==> src/rtl/ram_bist_pkg.sv <==
// ram_bist_pkg: shared types and constants for the RAM BIST engine.
//   state_e  - controller states (IDLE, WRITE, READ, DRAIN, DONE)
//   PAT_*    - pattern_sel encodings
//   DEF_*    - default geometry (32 words x 32 bits)
package ram_bist_pkg;

  typedef enum logic [2:0] {
    IDLE  = 3'd0,
    WRITE = 3'd1,
    READ  = 3'd2,
    DRAIN = 3'd3,
    DONE  = 3'd4
  } state_e;

  localparam logic [1:0] PAT_ADDR = 2'd0;
  localparam logic [1:0] PAT_INV  = 2'd1;
  localparam logic [1:0] PAT_CHK  = 2'd2;
  localparam logic [1:0] PAT_ONES = 2'd3;

  localparam int DEF_DEPTH = 32;
  localparam int DEF_AW    = 5;
  localparam int DEF_DW    = 32;

endpackage

==> src/rtl/ram_bist_if.sv <==
// ram_bist_if: single-port RAM bus between the BIST engine and the RAM.
//   cen  - chip enable
//   wen  - 1 = write, 0 = read
//   addr - word address
//   din  - write data
//   dout - read data (returned by the RAM)
// Modports: master = BIST/initiator side, slave = RAM side.
interface ram_bist_if #(
  parameter int AW = 5,
  parameter int DW = 32
);
  logic          cen;
  logic          wen;
  logic [AW-1:0] addr;
  logic [DW-1:0] din;
  logic [DW-1:0] dout;

  modport master (output cen, output wen, output addr, output din, input dout);
  modport slave  (input cen, input wen, input addr, input din, output dout);
endinterface

==> src/rtl/ram_bist_pattern.sv <==
// ram_bist_pattern: combinational test-pattern generator.
//   pattern_sel - pattern code (PAT_ADDR, PAT_INV, PAT_CHK, PAT_ONES)
//   addr        - word address
//   data        - pattern word for that address
module ram_bist_pattern
  import ram_bist_pkg::*;
#(
  parameter int AW = DEF_AW,
  parameter int DW = DEF_DW
) (
  input  logic [1:0]    pattern_sel,
  input  logic [AW-1:0] addr,
  output logic [DW-1:0] data
);

  always_comb begin
    data = '0;
    case (pattern_sel)
      PAT_ADDR: data = DW'(addr);
      PAT_INV:  data = ~DW'(addr);
      // Odd bit positions set on even addresses (0xAA..), even bits on odd.
      PAT_CHK: begin
        for (int i = 0; i < DW; i++) begin
          data[i] = addr[0] ^ ((i % 2) == 1);
        end
      end
      default:  data = '1;
    endcase
  end

endmodule

==> src/rtl/ram_bist.sv <==
// ram_bist: march-style write/read/compare BIST for a single-port RAM.
//   clk, rst_n   - clock, async active-low reset
//   start        - one-cycle run request (IDLE only)
//   abort        - stop a run in progress
//   pattern_sel  - pattern code, captured on start acceptance
//   ram          - RAM bus (master modport), all outputs registered
//   busy, done   - run in progress / one-cycle completion pulse
//   pass         - last completed run had no mismatches
//   fail_addr    - first mismatching address of the last run
//   err_count    - number of mismatching words of the last run
//
// state | meaning
// IDLE  | waiting for start, RAM port parked
// WRITE | writing pattern(addr), addr 0..DEPTH-1
// READ  | issuing reads, addr 0..DEPTH-1
// DRAIN | waiting RD_LAT cycles for the last read data
// DONE  | done pulse, pass valid
module ram_bist
  import ram_bist_pkg::*;
#(
  parameter int DEPTH  = DEF_DEPTH,
  parameter int AW     = DEF_AW,
  parameter int DW     = DEF_DW,
  parameter int RD_LAT = 1
) (
  input  logic          clk,
  input  logic          rst_n,
  input  logic          start,
  input  logic          abort,
  input  logic [1:0]    pattern_sel,
  ram_bist_if.master    ram,
  output logic          busy,
  output logic          done,
  output logic          pass,
  output logic [AW-1:0] fail_addr,
  output logic [AW:0]   err_count
);

  localparam int DCW = (RD_LAT > 1) ? $clog2(RD_LAT) : 1;
  localparam logic [AW-1:0] LAST_ADDR = AW'(DEPTH - 1);

  state_e         state_q, state_nx;
  logic           cen_q, wen_q, cen_nx, wen_nx;
  logic [AW-1:0]  addr_q, addr_nx;
  logic [DW-1:0]  din_q, din_nx, din_pat, exp_pat;
  logic [1:0]     pat_q, din_sel;
  logic [DCW-1:0] drain_q;
  logic           start_ok, flush, mism;
  logic [AW:0]    err_nx;

  logic           pipe_vld  [RD_LAT];
  logic [AW-1:0]  pipe_addr [RD_LAT];
  logic [DW-1:0]  pipe_exp  [RD_LAT];

  assign start_ok = (state_q == IDLE) && start && !abort;
  assign flush    = abort && ((state_q == WRITE) || (state_q == READ) || (state_q == DRAIN));

  // Write data is registered with the address, so it is generated from the
  // next address; on the accepting cycle pat_q is not loaded yet.
  assign din_sel = (state_q == IDLE) ? pattern_sel : pat_q;

  ram_bist_pattern #(.AW(AW), .DW(DW)) u_pat_din (
    .pattern_sel (din_sel),
    .addr        (addr_nx),
    .data        (din_pat)
  );

  ram_bist_pattern #(.AW(AW), .DW(DW)) u_pat_exp (
    .pattern_sel (pat_q),
    .addr        (addr_q),
    .data        (exp_pat)
  );

  always_comb begin
    state_nx = state_q;
    cen_nx   = 1'b0;
    wen_nx   = 1'b0;
    addr_nx  = '0;
    case (state_q)
      IDLE: begin
        if (start_ok) begin
          state_nx = WRITE;
          cen_nx   = 1'b1;
          wen_nx   = 1'b1;
        end
      end
      WRITE: begin
        if (abort) begin
          state_nx = IDLE;
        end else if (addr_q == LAST_ADDR) begin
          state_nx = READ;
          cen_nx   = 1'b1;
        end else begin
          cen_nx  = 1'b1;
          wen_nx  = 1'b1;
          addr_nx = addr_q + 1'b1;
        end
      end
      READ: begin
        if (abort) begin
          state_nx = IDLE;
        end else if (addr_q == LAST_ADDR) begin
          state_nx = DRAIN;
        end else begin
          cen_nx  = 1'b1;
          addr_nx = addr_q + 1'b1;
        end
      end
      DRAIN: begin
        if (abort) begin
          state_nx = IDLE;
        end else if (drain_q == '0) begin
          state_nx = DONE;
        end
      end
      DONE:    state_nx = IDLE;
      default: state_nx = IDLE;
    endcase
    din_nx = wen_nx ? din_pat : '0;
  end

  always_ff @(posedge clk or negedge rst_n) begin
    if (!rst_n) begin
      state_q <= IDLE;
      cen_q   <= 1'b0;
      wen_q   <= 1'b0;
      addr_q  <= '0;
      din_q   <= '0;
      pat_q   <= PAT_ADDR;
      drain_q <= '0;
    end else begin
      state_q <= state_nx;
      cen_q   <= cen_nx;
      wen_q   <= wen_nx;
      addr_q  <= addr_nx;
      din_q   <= din_nx;
      if (start_ok) pat_q <= pattern_sel;
      if (state_q == READ) begin
        drain_q <= DCW'(RD_LAT - 1);
      end else if ((state_q == DRAIN) && (drain_q != '0)) begin
        drain_q <= drain_q - 1'b1;
      end
    end
  end

  // Read request + expected word, aligned with the RAM's read latency.
  always_ff @(posedge clk or negedge rst_n) begin
    if (!rst_n) begin
      for (int i = 0; i < RD_LAT; i++) begin
        pipe_vld[i]  <= 1'b0;
        pipe_addr[i] <= '0;
        pipe_exp[i]  <= '0;
      end
    end else begin
      pipe_vld[0]  <= cen_q && !wen_q && !flush;
      pipe_addr[0] <= addr_q;
      pipe_exp[0]  <= exp_pat;
      for (int i = 1; i < RD_LAT; i++) begin
        pipe_vld[i]  <= pipe_vld[i-1] && !flush;
        pipe_addr[i] <= pipe_addr[i-1];
        pipe_exp[i]  <= pipe_exp[i-1];
      end
    end
  end

  // Case-inequality so X/Z read data counts as a failure.
  assign mism   = pipe_vld[RD_LAT-1] && !flush && (ram.dout !== pipe_exp[RD_LAT-1]);
  assign err_nx = err_count + {{AW{1'b0}}, mism};

  always_ff @(posedge clk or negedge rst_n) begin
    if (!rst_n) begin
      pass      <= 1'b0;
      fail_addr <= '0;
      err_count <= '0;
    end else if (start_ok) begin
      pass      <= 1'b0;
      fail_addr <= '0;
      err_count <= '0;
    end else begin
      if (mism) begin
        err_count <= err_nx;
        if (err_count == '0) fail_addr <= pipe_addr[RD_LAT-1];
      end
      // err_nx folds in a compare landing in the last DRAIN cycle.
      if ((state_q == DRAIN) && (state_nx == DONE)) pass <= (err_nx == '0);
    end
  end

  assign busy     = (state_q != IDLE);
  assign done     = (state_q == DONE);
  assign ram.cen  = cen_q;
  assign ram.wen  = wen_q;
  assign ram.addr = addr_q;
  assign ram.din  = din_q;

endmodule

==> src/flat_wrapper.sv <==
// flat-port wrapper written by rule: the top's interface ports become plain ports
module ram_bist_flat import ram_bist_pkg::*;
#(
  parameter int DEPTH  = DEF_DEPTH,
  parameter int AW     = DEF_AW,
  parameter int DW     = DEF_DW,
  parameter int RD_LAT = 1
)
  (clk, rst_n, start, abort, pattern_sel, busy, done, pass, fail_addr, err_count, ram_cen, ram_wen, ram_addr, ram_din, ram_dout);
  ram_bist_if #(.AW(AW), .DW(DW)) ram_i ();
  input  logic clk;
  input  logic rst_n;
  input  logic start;
  input  logic abort;
  input  logic [1:0] pattern_sel;
  output logic busy;
  output logic done;
  output logic pass;
  output logic [AW-1:0] fail_addr;
  output logic [AW:0] err_count;
  output wire logic [$bits(ram_i.cen)-1:0] ram_cen;
  output wire logic [$bits(ram_i.wen)-1:0] ram_wen;
  output wire logic [$bits(ram_i.addr)-1:0] ram_addr;
  output wire logic [$bits(ram_i.din)-1:0] ram_din;
  input wire logic [$bits(ram_i.dout)-1:0] ram_dout;
  assign ram_cen = ram_i.cen;
  assign ram_wen = ram_i.wen;
  assign ram_addr = ram_i.addr;
  assign ram_din = ram_i.din;
  assign ram_i.dout = ram_dout;
  ram_bist #(.DEPTH(DEPTH), .AW(AW), .DW(DW), .RD_LAT(RD_LAT)) u_core (.clk(clk), .rst_n(rst_n), .start(start), .abort(abort), .pattern_sel(pattern_sel), .ram(ram_i), .busy(busy), .done(done), .pass(pass), .fail_addr(fail_addr), .err_count(err_count));
endmodule
==> config.mk <==
export PLATFORM = sky130hd
export DESIGN_NAME = ram_bist_flat
export DESIGN_NICKNAME = d
export VERILOG_FILES = /design/src/rtl/ram_bist_pkg.sv /design/src/rtl/ram_bist_if.sv /design/src/rtl/ram_bist_pattern.sv /design/src/rtl/ram_bist.sv /design/src/flat_wrapper.sv
export SDC_FILE = /design/constraint.sdc
export NUM_CORES = 1
export LEC_CHECK = 0
export ABC_AREA = 1
export BUFFER_PORTS_ARGS = -buffer_cell sky130_fd_sc_hd__buf_2
export CAP_MARGIN = 10
export CELL_PAD_IN_SITES_DETAIL_PLACEMENT = 0
export CELL_PAD_IN_SITES_GLOBAL_PLACEMENT = 1
export CORE_UTILIZATION = 30
export CTS_BUF_LIST = sky130_fd_sc_hd__clkbuf_2 sky130_fd_sc_hd__clkbuf_4 sky130_fd_sc_hd__clkbuf_8
export CTS_CLUSTER_DIAMETER = 120
export DETAILED_ROUTE_END_ITERATION = 6
export HOLD_SLACK_MARGIN = 0.15
export PLACE_DENSITY_LB_ADDON = 0.12
export SYNTH_ARGS = -nofsm -noshare
export SYNTH_HDL_FRONTEND = slang
export SYNTH_SLANG_ARGS = --single-unit
==> constraint.sdc <==
create_clock -name clk -period 3 [get_ports clk]
set_clock_uncertainty 0.15 [all_clocks]
set_input_delay 0.6 -clock clk [delete_from_list [all_inputs] [get_ports clk]]
set_output_delay 0.6 -clock clk [all_outputs]
set_load 0.1 [all_outputs]
# Yosys cells after proc, flatten, opt, wreduce, memory -nomap -nowiden
# Cells that the tools add are included.
dict set report totals {
  reg_bits 95
  inputBits 38
}
dict set report op_classes {
  addsub 3
  n_eq_ne 11
  muxes 30
  n_bitwise 4
  n_reduce_logical 26
}
# cell n
set op_table {}
lappend op_table {{$pmux W32 S3} 2}
lappend op_table {{$not A5 Y32} 2}
lappend op_table {{$mux W32} 1}
lappend op_table {{$nex A32 B32 Y1} 1}
lappend op_table {{$mux W5} 6}
lappend op_table {{$mux W3} 7}
lappend op_table {{$logic_not A6 Y1} 2}
lappend op_table {{$mux W6} 2}
lappend op_table {{$pmux W3 S4} 1}
lappend op_table {{$logic_and A1 B1 Y1} 9}
lappend op_table {{$mux W1} 8}
lappend op_table {{$reduce_bool A2 Y1} 4}
lappend op_table {{$add A6 B1 Y6} 1}
lappend op_table {{$eq A3 B2 Y1 const B} 2}
lappend op_table {{$eq A3 B3 Y1 const B} 2}
lappend op_table {{$add A5 B1 Y5 const B} 1}
lappend op_table {{$eq A5 B5 Y1 const B} 1}
lappend op_table {{$eq A2 B1 Y1 const B} 2}
lappend op_table {{$eq A2 B2 Y1 const B} 2}
lappend op_table {{$logic_not A2 Y1} 2}
lappend op_table {{$eq A3 B1 Y1 const B} 1}
lappend op_table {{$logic_not A1 Y1} 3}
lappend op_table {{$logic_not A3 Y1} 1}
lappend op_table {{$pmux W1 S3} 1}
lappend op_table {{other kinds (8)} 10}

# Logic depth before layout (Yosys ltp)
dict set report logic_depth {
  word_depth 11
  ltp_mapped 17
  ltp_nobuf 16
}

# Cells and area by module
# A second synthesis with hierarchy kept.
dict set report unflattened {
  cells_unflattened 500
  area_unflattened_um2 4490.6
}
# mod instances cells_per_inst area_each_um2
set modules_own_cells {}
lappend modules_own_cells {ram_bist 1 394 3882.5}
lappend modules_own_cells {ram_bist_pattern 2 53 304.0}

# Worst setup path before layout
# OpenSTA, ideal clock, no wires.
dict set report synth_timing {
  path_type {reg-to-output}
  start {reg u_core.state_q[1]}
  end {out done}
  arrival_time_ns 2.525
  required_time_ns 2.250
  slack_ns -0.275
  path_stages_with_launch 2
  n_path_buf 0
  cell_sequence {dfrtp_1 -> nor3_1}
}
dict set report synth_via {
  elab_chain_len 1
}
# element line
set synth_lines {}
lappend synth_lines {{start, declared} ram_bist.sv:42} ;# state_e state_q, state_nx;
lappend synth_lines {{start signal, assigned} ram_bist.sv:132} ;# state_q <= state_nx;
lappend synth_lines {{$eq A3 B3 Y1} ram_bist.sv:190} ;# assign done = (state_q == DONE);
lappend synth_lines {{end, declared} flat_wrapper.sv:17} ;# output logic done;
# No other way between the ends.

# Worst setup path in the final report
dict set report layout_timing {
  start {reg u_core.pipe_exp[29] (netlist name)}
  end {reg u_core.pass}
}
dict set report layout_via {
  elab_chain_len 6
}
# element line
set layout_lines {}
lappend layout_lines {{start, declared} ram_bist.sv:53} ;# logic [DW-1:0] pipe_exp [RD_LAT];
lappend layout_lines {{start signal, assigned by index} ram_bist.sv:161} ;# pipe_exp[i] <= pipe_exp[i-1];
lappend layout_lines {{$nex A32 B32 Y1} ram_bist.sv:167} ;# assign mism = pipe_vld[RD_LAT-1] && !flush && (ram.dout !== pipe_exp[RD_LAT-1]);
lappend layout_lines {{$logic_and A1 B1 Y1} ram_bist.sv:167}
lappend layout_lines {{$add A6 B1 Y6} ram_bist.sv:168} ;# assign err_nx = err_count + {{AW{1'b0}}, mism};
lappend layout_lines {{$logic_not A6 Y1} ram_bist.sv:185} ;# if ((state_q == DRAIN) && (state_nx == DONE)) pass <= (err_nx == '0);
lappend layout_lines {{$mux W1} ram_bist.sv:185}
lappend layout_lines {{$mux W1} ram_bist.sv:175} ;# end else if (start_ok) begin
lappend layout_lines {{end signal, assigned} ram_bist.sv:185}
lappend layout_lines {{end, declared} ram_bist.sv:34} ;# output logic pass,
# No other way between the ends. The select of a mux whose other input is x is not followed.
# A chain may end at the register's enable or synchronous reset.

==> results.cfg <==
[power_and_ir_drop]
power.density_nw_per_um2 = 596
worst_ir_drop_vdd_mv = 0.290
p_leak_nw = 1.90

[worst_setup_path]
worstPathArrival_ps = 2730
crit_path_end_kind = flip-flop
path_common_cell = nand2_1
worstPathMaxFanout = 9
cp.required_ps = 3090
path_buf_inv = 2
crit_chain = inv_2 > nand2_1 > nand2_1 > nor2_1 > nand3_1 > nor2_1 > nand2_1 > nand2_2 > inv_1 > ha_1 > ha_1 > xor2_1 > nor4_1 > nand4_1 > nand2_1
cp_slowest_cell = dfrtp_1
start_kind = flip-flop
cpLargestDelayFamily = simple AND/OR/NAND/NOR gates
crit_type = reg2reg
slowest_delay_ps = 530

[worst_hold_path]
hold_class = reg2reg

[grt]
use_met1_pct = 18.2
busiest_layer = met2
grt_util_met3_pct = 2.92
grt_max_degree = 36
grt_use_total_pct = 13.5
overflow = 0
first_global_vias = 2100
grt_pass1_wl_um = 9590
antenna_found_initial = 0
met2_usage_pct = 21.7

[logic_synthesis]
async_flop_share_pct = 100
synth-seq-cells = 45
synth_edf_count = 0
synth_cell_type_count = 35
seq_area_frac_synth_pct = 42.5
syn_nets = 389
syn_avg_cell_area_um2 = 7.64
netlist_area_um2 = 2650
synthesis.instances = 347
yosys_warnings = 0
ys.flop_type = dfrtp_1

[sta]
setup_tns_ps = 0
rsz0062_at_grt = false
whs_ps = 298
fmax_mhz = 379
min_period_ps = 2640
maxSlewViolCount = 0
hold_violations = 0
final-setup-viol-count = 0
tightest_slew_ps = 494
timing.final.crit_share_pct = 88.0
max_slew_margin_pct = 67.3

[status]
outcome = finished clean

[clock_network]
cts_tree = done
numCtsBuffers = 5
path_clk_slew_ps = 80
clk_latency_ps = 290
cts_resized = 0
clock_path_buffers = 2
htree_levels = 2
clock-sinks = 45
cts_setup_buffers = 0
root_buffer = clkbuf_8

[run]
drv_cap = 0

[place]
place_congestion = 0.807
dp_hpwl_um = 4530
numPortBuffers = 90

[final_layout]
fillers = 900
drive_gt1_share_pct = 29.9
nNetsFinal = 460
register_area_um2 = 1130
final_common_cell = nand2_1
area_growth_pct = 18.5
layout_common_cells = nand2_1, buf_2, dfrtp_1
multi_input_area_um2 = 1150
insertedDiodeCount = 0

[route]
post_drt_wl_per_cell_um = 11.2
drc = 0
vias = 2278
ant_nets = 0
first_pass_iters = 4
drt_iter0_drc = 91
drt-total-wl_um = 5870
drt-vias-per-instance = 4.36

[floorplan]
row_count = 33
num_io_pins = 91
fp.dieArea_um2 = 9210
core_um2 = 8380
dieHeight_um = 96.0
die_w_um = 96.0
initial_core_util_pct = 31.6
cells by family (layout without fill, tap and decap cells):
logic type / after synthesis / in the layout / share of synthesized area (%)
simple gates: 192 / 192 / 32.8
buf+inv: 74 / 145 / 14.4
compound gates: 26 / 26 / 6.52
xor+xnor: 6 / 6 / 1.98
flops: 45 / 45 / 42.5
fa+ha+maj: 4 / 4 / 1.89
per-layer routing:
| layer | vias up | wire, um |
|---|---|---|
| met5 | - | 0 |
| met4 | 0 | 57 |
| li1 | 1204 | - |
| met1 | 1007 | 2890 |
| met3 | 6 | 314 |
| met2 | 61 | 2610 |
per-stage QoR:
step	utilization (%)	power, mW	setup WS (ps)	cells	cell area [um^2]
3_5_place_dp	36.3	1.51	186	515	3040
6_report	37.5	1.87	360	523	3140
2_1_floorplan	-	1.41	378	347	2660
4_1_cts	37.5	1.90	306	523	3140
3_3_place_gp	36.3	1.50	242	515	3040
5_1_grt	37.5	1.98	55.0	523	3140
final timing paths:
path                                      from                   to  slack, ps  cells after the start
setup reg to reg           u_core.pipe_exp[29]          u_core.pass        360                     15
hold reg to reg                 u_core.ram.wen      u_core.pipe_vld        300                      1
hold / removal                  u_core.ram.wen      u_core.pipe_vld        300                      1
max in group asynchronous                rst_n       u_core.drain_q       1400                      3
min in group asynchronous                rst_n  u_core.fail_addr[4]        570                      2
setup / recovery           u_core.pipe_exp[29]          u_core.pass        360                     15
state kept, by name (all words and copies together) (netlist names):
| register | count |
|---|---|
| u_core.pipe_exp | 7 |
| u_core.ram.wen | 1 |
| u_core.err_count | 6 |
| u_core.fail_addr | 5 |
| u_core.pipe_addr | 5 |
| u_core.pipe_vld | 1 |
| u_core.ram.cen | 1 |
| u_core.pass | 1 |
| u_core.state_q | 3 |
| u_core.ram.addr | 5 |
| u_core.ram.din | 7 |
| u_core.pat_q | 2 |
| u_core.drain_q | 1 |
power by group:
group / internal (mW) / switching (mW)
Sequential: 0.660 / 0.0586
Clock: 0.192 / 0.193
Combinational: 0.145 / 0.624
timing repair:
item | in CTS | in global routing
endpoints found under the hold margin | 10 | 0
endpoints found under the setup margin | 0 | 0
hold buffers | 1 | 0
final cells by class:
cell class / count / area share, %
tap: 105 / 4.18
sequential: 45 / 35.9
multi-input combinational: 228 / 36.6
inverter: 45 / 5.38
timing repair buffer: 93 / 15.1
clock buffer: 7 / 2.87
synth_stat cells (2+ instances only):
| cell | number | area share [%] |
|---|---|---|
| nand2_1 | 101 | 14 |
| dfrtp_1 | 45 | 42 |
| nor2_1 | 41 | 5.8 |
| inv_1 | 39 | 5.5 |
| buf_4 | 27 | 7.6 |
| nand3_1 | 21 | 4.0 |
| a21oi_1 | 7 | 1.3 |
| o21ai_0 | 7 | 1.3 |
| inv_2 | 6 | 0.85 |
| nand2_2 | 6 | 1.4 |
| nand3b_1 | 5 | 1.4 |
| o211ai_1 | 5 | 1.4 |
| ha_1 | 4 | 1.9 |
| nand3_2 | 3 | 1.1 |
| nor2_4 | 3 | 1.3 |
| xnor2_1 | 3 | 0.99 |
| xor2_1 | 3 | 0.99 |
| nand4_1 | 2 | 0.47 |
| nor3_1 | 2 | 0.38 |
| nor3b_1 | 2 | 0.57 |
worst register-to-register path: stages (launching register included):
cell and delay, ps:
dfrtp_1 530, inv_2 70, nand2_1 70, nand2_1 60, nor2_1 110, nand3_1 90
nor2_1 160, nand2_1 130, nand2_2 190, inv_1 70, ha_1 200, ha_1 210
xor2_1 160, nor4_1 230, nand4_1 110, nand2_1 70
Power figures use the tool's default switching activity.
